<file path="src/rtl/vpu_lane_wb_pkg.sv">
// Shared VPU types for the lane writeback stage: element width, writeback tag,
// entry state and the SEW-to-byte-enable helper.
package vpu_lane_wb_pkg;

    typedef enum logic [1:0] {
        SEW8  = 2'd0,
        SEW16 = 2'd1,
        SEW32 = 2'd2,
        SEW64 = 2'd3
    } VSEW_e;

    localparam int VPU_VREG_W   = 5;
    localparam int VPU_WB_IDX_W = 5;

    typedef struct packed {
        logic [VPU_VREG_W-1:0]   vd;
        logic [VPU_WB_IDX_W-1:0] idx;
        VSEW_e                   vsew;
    } vpu_wb_tag_t;

    typedef enum logic [1:0] {
        WB_EMPTY = 2'd0,
        WB_PEND  = 2'd1,
        WB_DONE  = 2'd2
    } vpu_wb_state_e;

    function automatic logic [7:0] vsew_to_be(input VSEW_e vsew);
        logic [7:0] be;
        be = 8'h00;
        case (vsew)
            SEW8:    be = 8'h01;
            SEW16:   be = 8'h03;
            SEW32:   be = 8'h0F;
            SEW64:   be = 8'hFF;
            default: be = 8'h00;
        endcase
        return be;
    endfunction

endpackage

</file>
<file path="src/rtl/vpu_lane_wb_queue.sv">
// In-order writeback queue: per-slot tag/result storage with allocate, result
// and retire pointers plus an occupancy count.
module vpu_wb_queue
    import vpu_lane_wb_pkg::*;
#(
    parameter int DEPTH = 4
) (
    input  logic          i_clk,
    input  logic          i_rst_n,
    input  logic          i_flush,
    input  logic          i_alloc,
    input  vpu_wb_tag_t   i_allocTag,
    input  logic          i_resWr,
    input  logic [63:0]   i_resData,
    input  logic          i_resEn,
    input  logic          i_retire,
    output logic          o_full,
    output logic          o_empty,
    output vpu_wb_state_e o_headState,
    output vpu_wb_tag_t   o_headTag,
    output logic [63:0]   o_headData,
    output logic          o_headEn,
    output vpu_wb_state_e o_resState
);

    localparam int PTR_W = (DEPTH > 1) ? $clog2(DEPTH) : 1;
    localparam int CNT_W = $clog2(DEPTH + 1);

    vpu_wb_state_e r_state [DEPTH];
    vpu_wb_tag_t   r_tag   [DEPTH];
    logic [63:0]   r_data  [DEPTH];
    logic          r_en    [DEPTH];

    logic [PTR_W-1:0] r_wrPtr;
    logic [PTR_W-1:0] r_resPtr;
    logic [PTR_W-1:0] r_rdPtr;
    logic [CNT_W-1:0] r_count;

    // Retire is applied last so that a same-slot result (bypass retire) leaves the slot EMPTY.
    always_ff @(posedge i_clk or negedge i_rst_n) begin
        if (!i_rst_n) begin
            for (int i = 0; i < DEPTH; i++) begin
                r_state[i] <= WB_EMPTY;
                r_tag[i]   <= '0;
                r_data[i]  <= '0;
                r_en[i]    <= 1'b0;
            end
            r_wrPtr  <= '0;
            r_resPtr <= '0;
            r_rdPtr  <= '0;
            r_count  <= '0;
        end else if (i_flush) begin
            for (int i = 0; i < DEPTH; i++) begin
                r_state[i] <= WB_EMPTY;
            end
            r_wrPtr  <= '0;
            r_resPtr <= '0;
            r_rdPtr  <= '0;
            r_count  <= '0;
        end else begin
            if (i_alloc) begin
                r_state[r_wrPtr] <= WB_PEND;
                r_tag[r_wrPtr]   <= i_allocTag;
                r_wrPtr          <= r_wrPtr + 1'b1;
            end
            if (i_resWr) begin
                r_state[r_resPtr] <= WB_DONE;
                r_data[r_resPtr]  <= i_resData;
                r_en[r_resPtr]    <= i_resEn;
                r_resPtr          <= r_resPtr + 1'b1;
            end
            if (i_retire) begin
                r_state[r_rdPtr] <= WB_EMPTY;
                r_rdPtr          <= r_rdPtr + 1'b1;
            end
            case ({i_alloc, i_retire})
                2'b10:   r_count <= r_count + 1'b1;
                2'b01:   r_count <= r_count - 1'b1;
                default: r_count <= r_count;
            endcase
        end
    end

    assign o_full      = (r_count == CNT_W'(DEPTH));
    assign o_empty     = (r_count == '0);
    assign o_headState = r_state[r_rdPtr];
    assign o_headTag   = r_tag[r_rdPtr];
    assign o_headData  = r_data[r_rdPtr];
    assign o_headEn    = r_en[r_rdPtr];
    assign o_resState  = r_state[r_resPtr];

endmodule

</file>
<file path="src/rtl/vpu_lane_wb.sv">
// VPU lane writeback stage: pairs in-order lane results with issued tags and
// drives VRF writes. Optional zero-latency head bypass: VPU_WB_BYPASS_EN.
module vpu_lane_wb
    import vpu_lane_wb_pkg::*;
#(
    parameter int DEPTH = 4,
    parameter int IDX_W = 5
) (
    input  logic             clk_i,
    input  logic             rst_i,
    input  logic             flush_i,
    input  logic             issue_valid_i,
    output logic             issue_ready_o,
    input  logic [4:0]       issue_vd_i,
    input  logic [IDX_W-1:0] issue_idx_i,
    input  VSEW_e            issue_vsew_i,
    input  logic             result_valid_i,
    input  logic             result_en_i,
    input  logic [63:0]      result_i,
    output logic             wb_valid_o,
    input  logic             wb_ready_i,
    output logic [4:0]       wb_vd_o,
    output logic [IDX_W-1:0] wb_idx_o,
    output logic [63:0]      wb_data_o,
    output logic [7:0]       wb_be_o,
    output logic             idle_o,
    output logic             err_o
);

    logic          w_full;
    logic          w_empty;
    logic          w_issueFire;
    logic          w_resPend;
    logic          w_resAccept;
    logic          w_headWrite;
    logic          w_headDrop;
    logic          w_bypass;
    logic          w_retire;
    logic          w_headEn;
    logic [63:0]   w_headData;
    vpu_wb_tag_t   w_issueTag;
    vpu_wb_tag_t   w_headTag;
    vpu_wb_state_e w_headState;
    vpu_wb_state_e w_resState;
    logic          r_err;

    always_comb begin
        w_issueTag      = '0;
        w_issueTag.vd   = issue_vd_i;
        w_issueTag.idx  = VPU_WB_IDX_W'(issue_idx_i);
        w_issueTag.vsew = issue_vsew_i;
    end

    assign issue_ready_o = ~w_full;
    assign idle_o        = w_empty;
    assign err_o         = r_err;

    assign w_issueFire = issue_valid_i & ~w_full & ~flush_i;
    assign w_resPend   = (w_resState == WB_PEND);
    assign w_resAccept = result_valid_i & w_resPend & ~flush_i;
    assign w_headWrite = (w_headState == WB_DONE) & w_headEn;
    assign w_headDrop  = (w_headState == WB_DONE) & ~w_headEn;

    // A PEND head is necessarily the oldest pending entry, so it is the result target.
`ifdef VPU_WB_BYPASS_EN
    assign w_bypass = result_valid_i & result_en_i & (w_headState == WB_PEND);
`else
    assign w_bypass = 1'b0;
`endif

    always_comb begin
        wb_valid_o = w_headWrite | w_bypass;
        wb_vd_o    = '0;
        wb_idx_o   = '0;
        wb_data_o  = '0;
        wb_be_o    = '0;
        if (w_headWrite || w_bypass) begin
            wb_vd_o   = w_headTag.vd;
            wb_idx_o  = IDX_W'(w_headTag.idx);
            wb_data_o = w_headWrite ? w_headData : result_i;
            wb_be_o   = vsew_to_be(w_headTag.vsew);
        end
    end

    assign w_retire = ~flush_i & (w_headDrop | (wb_valid_o & wb_ready_i));

    // Sticky until reset; a flush deliberately leaves it set.
    always_ff @(posedge clk_i or negedge rst_i) begin
        if (!rst_i) begin
            r_err <= 1'b0;
        end else if (result_valid_i && !w_resPend) begin
            r_err <= 1'b1;
        end
    end

    vpu_wb_queue #(
        .DEPTH (DEPTH)
    ) u_queue (
        .i_clk       (clk_i),
        .i_rst_n     (rst_i),
        .i_flush     (flush_i),
        .i_alloc     (w_issueFire),
        .i_allocTag  (w_issueTag),
        .i_resWr     (w_resAccept),
        .i_resData   (result_i),
        .i_resEn     (result_en_i),
        .i_retire    (w_retire),
        .o_full      (w_full),
        .o_empty     (w_empty),
        .o_headState (w_headState),
        .o_headTag   (w_headTag),
        .o_headData  (w_headData),
        .o_headEn    (w_headEn),
        .o_resState  (w_resState)
    );

endmodule

</file>
<file path="config.mk">
export PLATFORM = sky130hd
export DESIGN_NAME = vpu_lane_wb
export DESIGN_NICKNAME = d
export VERILOG_FILES = /design/src/rtl/vpu_lane_wb_pkg.sv /design/src/rtl/vpu_lane_wb_queue.sv /design/src/rtl/vpu_lane_wb.sv
export SDC_FILE = /design/constraint.sdc
export NUM_CORES = 1
export LEC_CHECK = 0
export CORE_ASPECT_RATIO = 1.1
export CORE_MARGIN = 5
export CORE_UTILIZATION = 46
export CTS_CLUSTER_DIAMETER = 50
export DETAILED_ROUTE_END_ITERATION = 8
export GPL_TIMING_DRIVEN = 0
export PLACE_DENSITY = 0.71
export SYNTH_ARGS = -nofsm -noshare
export SYNTH_HDL_FRONTEND = slang
export SYNTH_SLANG_ARGS = --single-unit
</file>
<file path="constraint.sdc">
create_clock -name clk_i -period 3.3 [get_ports clk_i]
set_clock_uncertainty 0.2 [all_clocks]
set_input_delay 0.33 -clock clk_i [delete_from_list [all_inputs] [get_ports clk_i]]
set_output_delay 0.33 -clock clk_i [all_outputs]
set_load 0.01 [all_outputs]
</file>
-- Word level (Yosys, flattened, before mapping)
Index checks and enable logic that the tools add are counted.
- register bits: 326
- input bits: 83
- output and inout bits: 86
- word-level logic and storage cells: 133
- $add $sub $neg: 5
- order comparisons: 6
- equal/unequal tests: 8
- mux-type cells: 49
- bitwise operators: 23
- reductions and logical operators: 13
- operator list (kind ; number):
    256-bit bitwise mux ; 1
    64-bit two-way mux ; 4
    64-bit binary-select mux with 2-bit select ; 1
    64-bit demux with 2-bit select ; 1
    8-bit two-way mux ; 7
    48-bit bitwise mux ; 1
    12-bit two-way mux ; 3
    8-bit one-hot mux with 4 select lines ; 1
    2-bit two-way mux ; 13
    12-bit binary-select mux with 2-bit select ; 1
    12-bit demux with 2-bit select ; 1
    2-bit demux with 2-bit select ; 3
    5-bit two-way mux ; 2
    3-bit >= comparator (second input constant) ; 3
    3-bit by 1-bit < comparator with 1-bit output (second input constant) ; 3
    2-bit NOT with 3-bit output ; 3
    1-bit AND ; 8
    4-bit AND ; 2
    8-bit AND ; 1
    2-bit binary-select mux with 2-bit select ; 2
    2-bit == test (second input constant) ; 4
    4-bit NOT ; 2
    8-bit NOT ; 1
    4-bit OR ; 2
    20 further kinds ; 34

-- Depth between registers and ports, before layout
- depth in word-level cells: 15
- depth in mapped cells: 9
- gate-level depth less buffers: 8

-- Hierarchy
Synthesis repeated with hierarchy kept, for this count alone.
- cell total of the unflattened synthesis: 946
- area total of the unflattened synthesis: 15067.0 um^2
- modules (own cells, without submodules) (module ; instances ; cells each ; area each (um^2) ; sequential area each (um^2)):
    vpu_wb_queue ; 1 ; 846 ; 14357.5 ; 8132.8
    vpu_lane_wb ; 1 ; 100 ; 709.4 ; 25.0

-- Worst setup path after synthesis
No wires, ideal clock.
- path kind: register to register
- from: register u_queue.r_rdPtr[1]
- to: register u_queue.r_count[2]
- setup time: 125 ps
- arrival time: 2566 ps
- data required time: 2975 ps
- path slack: 410 ps
- cell stages (with the launch flop): 10
- buffers on the path: 1
- period minus slack after synthesis: 2890 ps
- cell sequence: dfrtp_1 > clkbuf_1 > inv_1 > mux4_2 > a21boi_2 > nor3b_1 > fa_1 > and3_1 > mux2i_1 > mux2_2
- cells in the longest elaborated chain, start to end: 12
- elaborated cells between the ends (all ways): 19
- classes of those cells: eq/ne (3); mux (8); bitwise (7); reduce/logical (1)
- ends and longest elaborated chain (what ; line ; source):
    start, declared ; vpu_lane_wb_queue.sv:36 ; logic [PTR_W-1:0] r_rdPtr;
    start signal, assigned ; vpu_lane_wb_queue.sv:74 ; r_rdPtr <= r_rdPtr + 1'b1;
    2-bit NOT with 3-bit output (not written as such) * ; vpu_lane_wb_queue.sv:86, vpu_lane_wb_queue.sv:89 ;
    2-bit binary-select mux with 2-bit select ; vpu_lane_wb_queue.sv:86 ; assign o_headState = r_state[r_rdPtr];
    2-bit two-way mux (not written as such) (2 in series) ; vpu_lane_wb_queue.sv:86 ;
    2-bit == test ; vpu_lane_wb.sv:61, vpu_lane_wb.sv:62 ;
    1-bit AND ; vpu_lane_wb.sv:61 ; assign w_headWrite = (w_headState == WB_DONE) & w_headEn;
    1-bit AND ; vpu_lane_wb.sv:85 ; assign w_retire = ~flush_i & (w_headDrop | (wb_valid_o & wb_ready_i));
    1-bit OR * ; vpu_lane_wb.sv:85 ;
    1-bit AND * ; vpu_lane_wb.sv:85 ;
    2-bit by 1-bit == test with 1-bit output or 2-bit == test (tied branches) ; vpu_lane_wb_queue.sv:76 ; case ({i_alloc, i_retire})
    3-bit one-hot mux with 2 select lines ; vpu_lane_wb_queue.sv:76 ;
    3-bit two-way mux ; vpu_lane_wb_queue.sv:52 ; end else if (i_flush) begin
    end signal, assigned ; vpu_lane_wb_queue.sv:77 ; 2'b10: r_count <= r_count + 1'b1;
    end signal, assigned ; vpu_lane_wb_queue.sv:78 ; 2'b01: r_count <= r_count - 1'b1;
    end signal, assigned ; vpu_lane_wb_queue.sv:79 ; default: r_count <= r_count;
    end, declared ; vpu_lane_wb_queue.sv:37 ; logic [CNT_W-1:0] r_count;
Every way passes the cells marked *; elsewhere a longest branch is shown, timed or not. The select of a mux whose other input is x is not followed.
A chain may end at the register's enable or synchronous reset.

-- Worst setup path after layout
- from: register u_queue.r_rdPtr[1]
- to: output port wb_data_o[36]
- cells in the longest elaborated chain, start to end: 7
- elaborated cells between the ends (all ways): 13
- classes of those cells: eq/ne (1); mux (10); bitwise (2)
- ends and longest elaborated chain (what ; line ; source):
    2-bit NOT with 3-bit output (not written as such) * ; vpu_lane_wb_queue.sv:86, vpu_lane_wb_queue.sv:88, vpu_lane_wb_queue.sv:89 ;
    2-bit binary-select mux with 2-bit select ; vpu_lane_wb_queue.sv:86 ;
    2-bit two-way mux (not written as such) (2 in series) ; vpu_lane_wb_queue.sv:86 ;
    2-bit == test ; vpu_lane_wb.sv:61 ;
    1-bit AND ; vpu_lane_wb.sv:61 ;
    64-bit two-way mux * ; vpu_lane_wb.sv:77 ; if (w_headWrite || w_bypass) begin
    end, declared ; vpu_lane_wb.sv:24 ; output logic [63:0] wb_data_o,
Marked as above.

==> results.py <==
metrics = {
    "outcome": {
        "status": "completed",
    },
    "floorplan": {
        "core_area_um2": 32100,
        "rows": 69,
        "die_y_um": 199,
        "dieArea_um2": 36100,
        "start_util": 0.464,
        "io_pins": 169,
        "die_w_um": 182,
    },
    "grt": {
        "grt_use_total": 0.192,
        "grt_max_degree": 103,
        "grt_overflow": 0,
        "grt_pass1_wl_um": 54900,
        "grt_pass1_vias": 9743,
        "antenna_found_initial": 2,
    },
    "timing": {
        "min_period_ps": 3230,
        "setup_viol": 0,
        "slew_headroom": 0.470,
        "layout_setup_ws_ps": 66.8,
        "finalMaxSlewViolations": 0,
        "max_freq_ghz": 0.309,
        "hold_violations": 0,
        "tightest_slew_ps": 795,
        "fin_crit_sh": 0.980,
        "rsz0062_at_grt": "yes",
    },
    "finish": {
        "syn2layout_area_growth_pct": 26.0,
        "nNetsFinal": 1277,
        "fill_cells": 2527,
        "drive_above_1_share": 0.257,
        "final_cells": 1638,
    },
    "routing": {
        "wl_per_cell_um": 20.9,
        "vias": 8911,
        "drtAntennaViolNets": 0,
        "viasPerCell": 5.44,
        "detail_route.iter0.violations": 358,
        "drt-pass1-iter-count": 4,
        "drt-total-wl_um": 34200,
        "drc": 0,
    },
    "placement": {
        "portBuffers": 167,
        "dp_slack_ps": -503,
        "gp_congestion": 0.747,
        "hpwl_um": 22700,
        "dp_cells": 1558,
    },
    "critical_path": {
        "start_kind": "flip-flop",
        "r2r_slack_ps": 210,
        "required_ps": 2770,
        "reg2reg_from": "u_queue.r_rdPtr[0]",
        "crit_path_end_kind": "output pin",
        "cp_max_fo": 10,
        "crit_chain": "inv_2, mux4_2, clkbuf_16, buf_2, and3_1, clkdlybuf4s50_1",
        "cp.arrival_ps": 2700,
        "slowest_stage": "mux4_2",
        "criticalPathCategory": "flip-flop to output pin",
        "crit_start": "u_queue.r_rdPtr[1]",
        "cpPeakStageDelay_ps": 570,
        "r2r_cells": 9,
        "r2r_end": "u_queue.r_count[2]",
    },
    "clocking": {
        "cts_buffers": 39,
        "cts_buffer_depth": 3,
        "clkSinkCount": 326,
        "root_buffer": "clkbuf_16",
        "insertion_delay_ps": 520,
        "cts_tree": "done",
        "ctsHtreeMaxLevel": 2,
        "clkSlewWorstSetupHoldPaths_ps": 60,
    },
    "synthesis": {
        "netlist_top_cells_area": "dfrtp_1 (55%), mux2_1 (16%), mux4_2 (12%)",
        "syn-instance-count": 962,
        "synth.distinct_cells": 28,
        "synth_most_common_cell": "dfrtp_1",
        "synth_top_area_cell": "dfrtp_1",
        "ys_ff_latch": 326,
        "synth_top_area_frac": 0.548,
        "synth_ff_type": "dfrtp_1",
        "ys_top_cells_by_count": "dfrtp_1 (326), mux2_1 (218), mux2_2 (92)",
        "syn_nets": 1058,
        "synth-edff-count": 0,
        "syn_area_um2": 14900,
        "ys_warn_count": 0,
        "syn_area_per_cell_um2": 15.5,
        "synthArstFlopShare": 1.00,
        "ys_seq_area_frac": 0.548,
    },
    "power_and_ir_drop": {
        "cellPowerDensity_nw_per_um2": 625,
        "ir_drop_uv": 411,
        "p_leak_nw": 8.97,
    },
    "min_path": {
        "worstHoldPathType": "primary input to async pin",
    },
    "job": {
        "maxCapViolations": 0,
    },
}
==> sequential cells by signal, indices dropped and copies added (netlist names) <==
name	count
u_queue.r_tag	48
u_queue.r_state	8
err_o	1
u_queue.r_rdPtr	2
u_queue.r_resPtr	2
u_queue.r_wrPtr	2
u_queue.r_en	4
u_queue.r_data	256
u_queue.r_count	3
==> cells by family after synthesis <==
family          Yosys count  share of synthesized area
mux                     395                      0.358
flops                   326                      0.548
simple gates            124                     0.0488
buf+inv                  83                     0.0243
compound gates           17                    0.00714
fa+ha+maj                13                     0.0114
xor+xnor                  4                    0.00235
==> where the power goes <==
| part | internal, W | switching, W |
|---|---|---|
| combinational | 0.00129 | 0.000805 |
| clock | 0.00270 | 0.00166 |
| sequential | 0.00485 | 0.000413 |
| total | 0.00884 | 0.00288 |
==> cell usage in the layout, fill, tap and decap left out, drive strengths merged, types with 3 or more instances in the layout <==
cell           instances
dfrtp                326
mux2                 310
clkdlybuf4s50        161
clkbuf                82
mux4                  79
and3                  76
buf                   62
nand2                 13
nor2                  12
ha                    12
inv                   12
a21oi                 10
nor2b                  6
a21o                   6
nand2b                 6
mux2i                  6
nor3b                  5
xnor2                  4
clkinv                 4
bufinv                 3
clkinvlp               3
dlymetal6s2s           3
==> stage by stage <==
stage                     power [W]  TNS [ps]  hold WS (ps)  utilization  instance area [µm²]
after global placement      0.00725  -4120550           244        0.532                17100
after global routing         0.0123      -119           189        0.584                18800
after floorplan             0.00662         0          -166            -                14900
after detailed placement    0.00736    -21150           157        0.535                17200
final                        0.0117         0           179        0.584                18800
after CTS                    0.0118      -125           150        0.583                18700
==> timing repair <==
action | 4_1_cts | 5_1_grt
gates resized for setup | 53 | 34
pin swaps | 0 | 0
buffers inserted | 9 | 1
hold buffers | 1 | 0
hold endpoints to repair | 75 | 0
setup endpoints to repair | 83 | 73
==> metal layers <==
layer / vias up / track usage / wire, µm
met4: 2 / 0.0539 / 651
met2: 172 / 0.320 / 16800
li1: 3999 / - / -
met1: 4695 / 0.260 / 15300
met5: - / 0 / 11
met3: 43 / 0.0388 / 1460
==> worst max path at each step <==
stage,end,slack [ps],cells after the start
3_3_place_gp,u_queue.r_data[180],-12620,1
6_report,wb_data_o[36],70,6
2_1_floorplan,u_queue.r_count[2],410,9
4_1_cts,wb_be_o[6],-60,7
3_5_place_dp,wb_be_o[5],-500,7
5_1_grt,wb_data_o[21],-40,5
==> critical path: cells and delay by family, from the launching register on <==
family | cells | cell delay (ps)
multiplexers | 1 | 570
AND/OR/NAND/NOR | 1 | 190
buffers and inverters | 4 | 970
flip-flops | 1 | 440
==> layout make-up <==
class | count | area (µm²) | area share
Sequential cell | 326 | 8160 | 0.435
Clock inverter | 13 | 165 | 0.00881
Buffer | 71 | 450 | 0.0240
Antenna cell | 1 | 2.50 | 0.000133
Timing Repair Buffer | 181 | 1860 | 0.0990
Multi-Input combinational cell | 553 | 6380 | 0.340
Tap cell | 426 | 533 | 0.0284
Inverter | 9 | 33.8 | 0.00180
Clock buffer | 58 | 1170 | 0.0624
(Power assumes the default switching activity.)
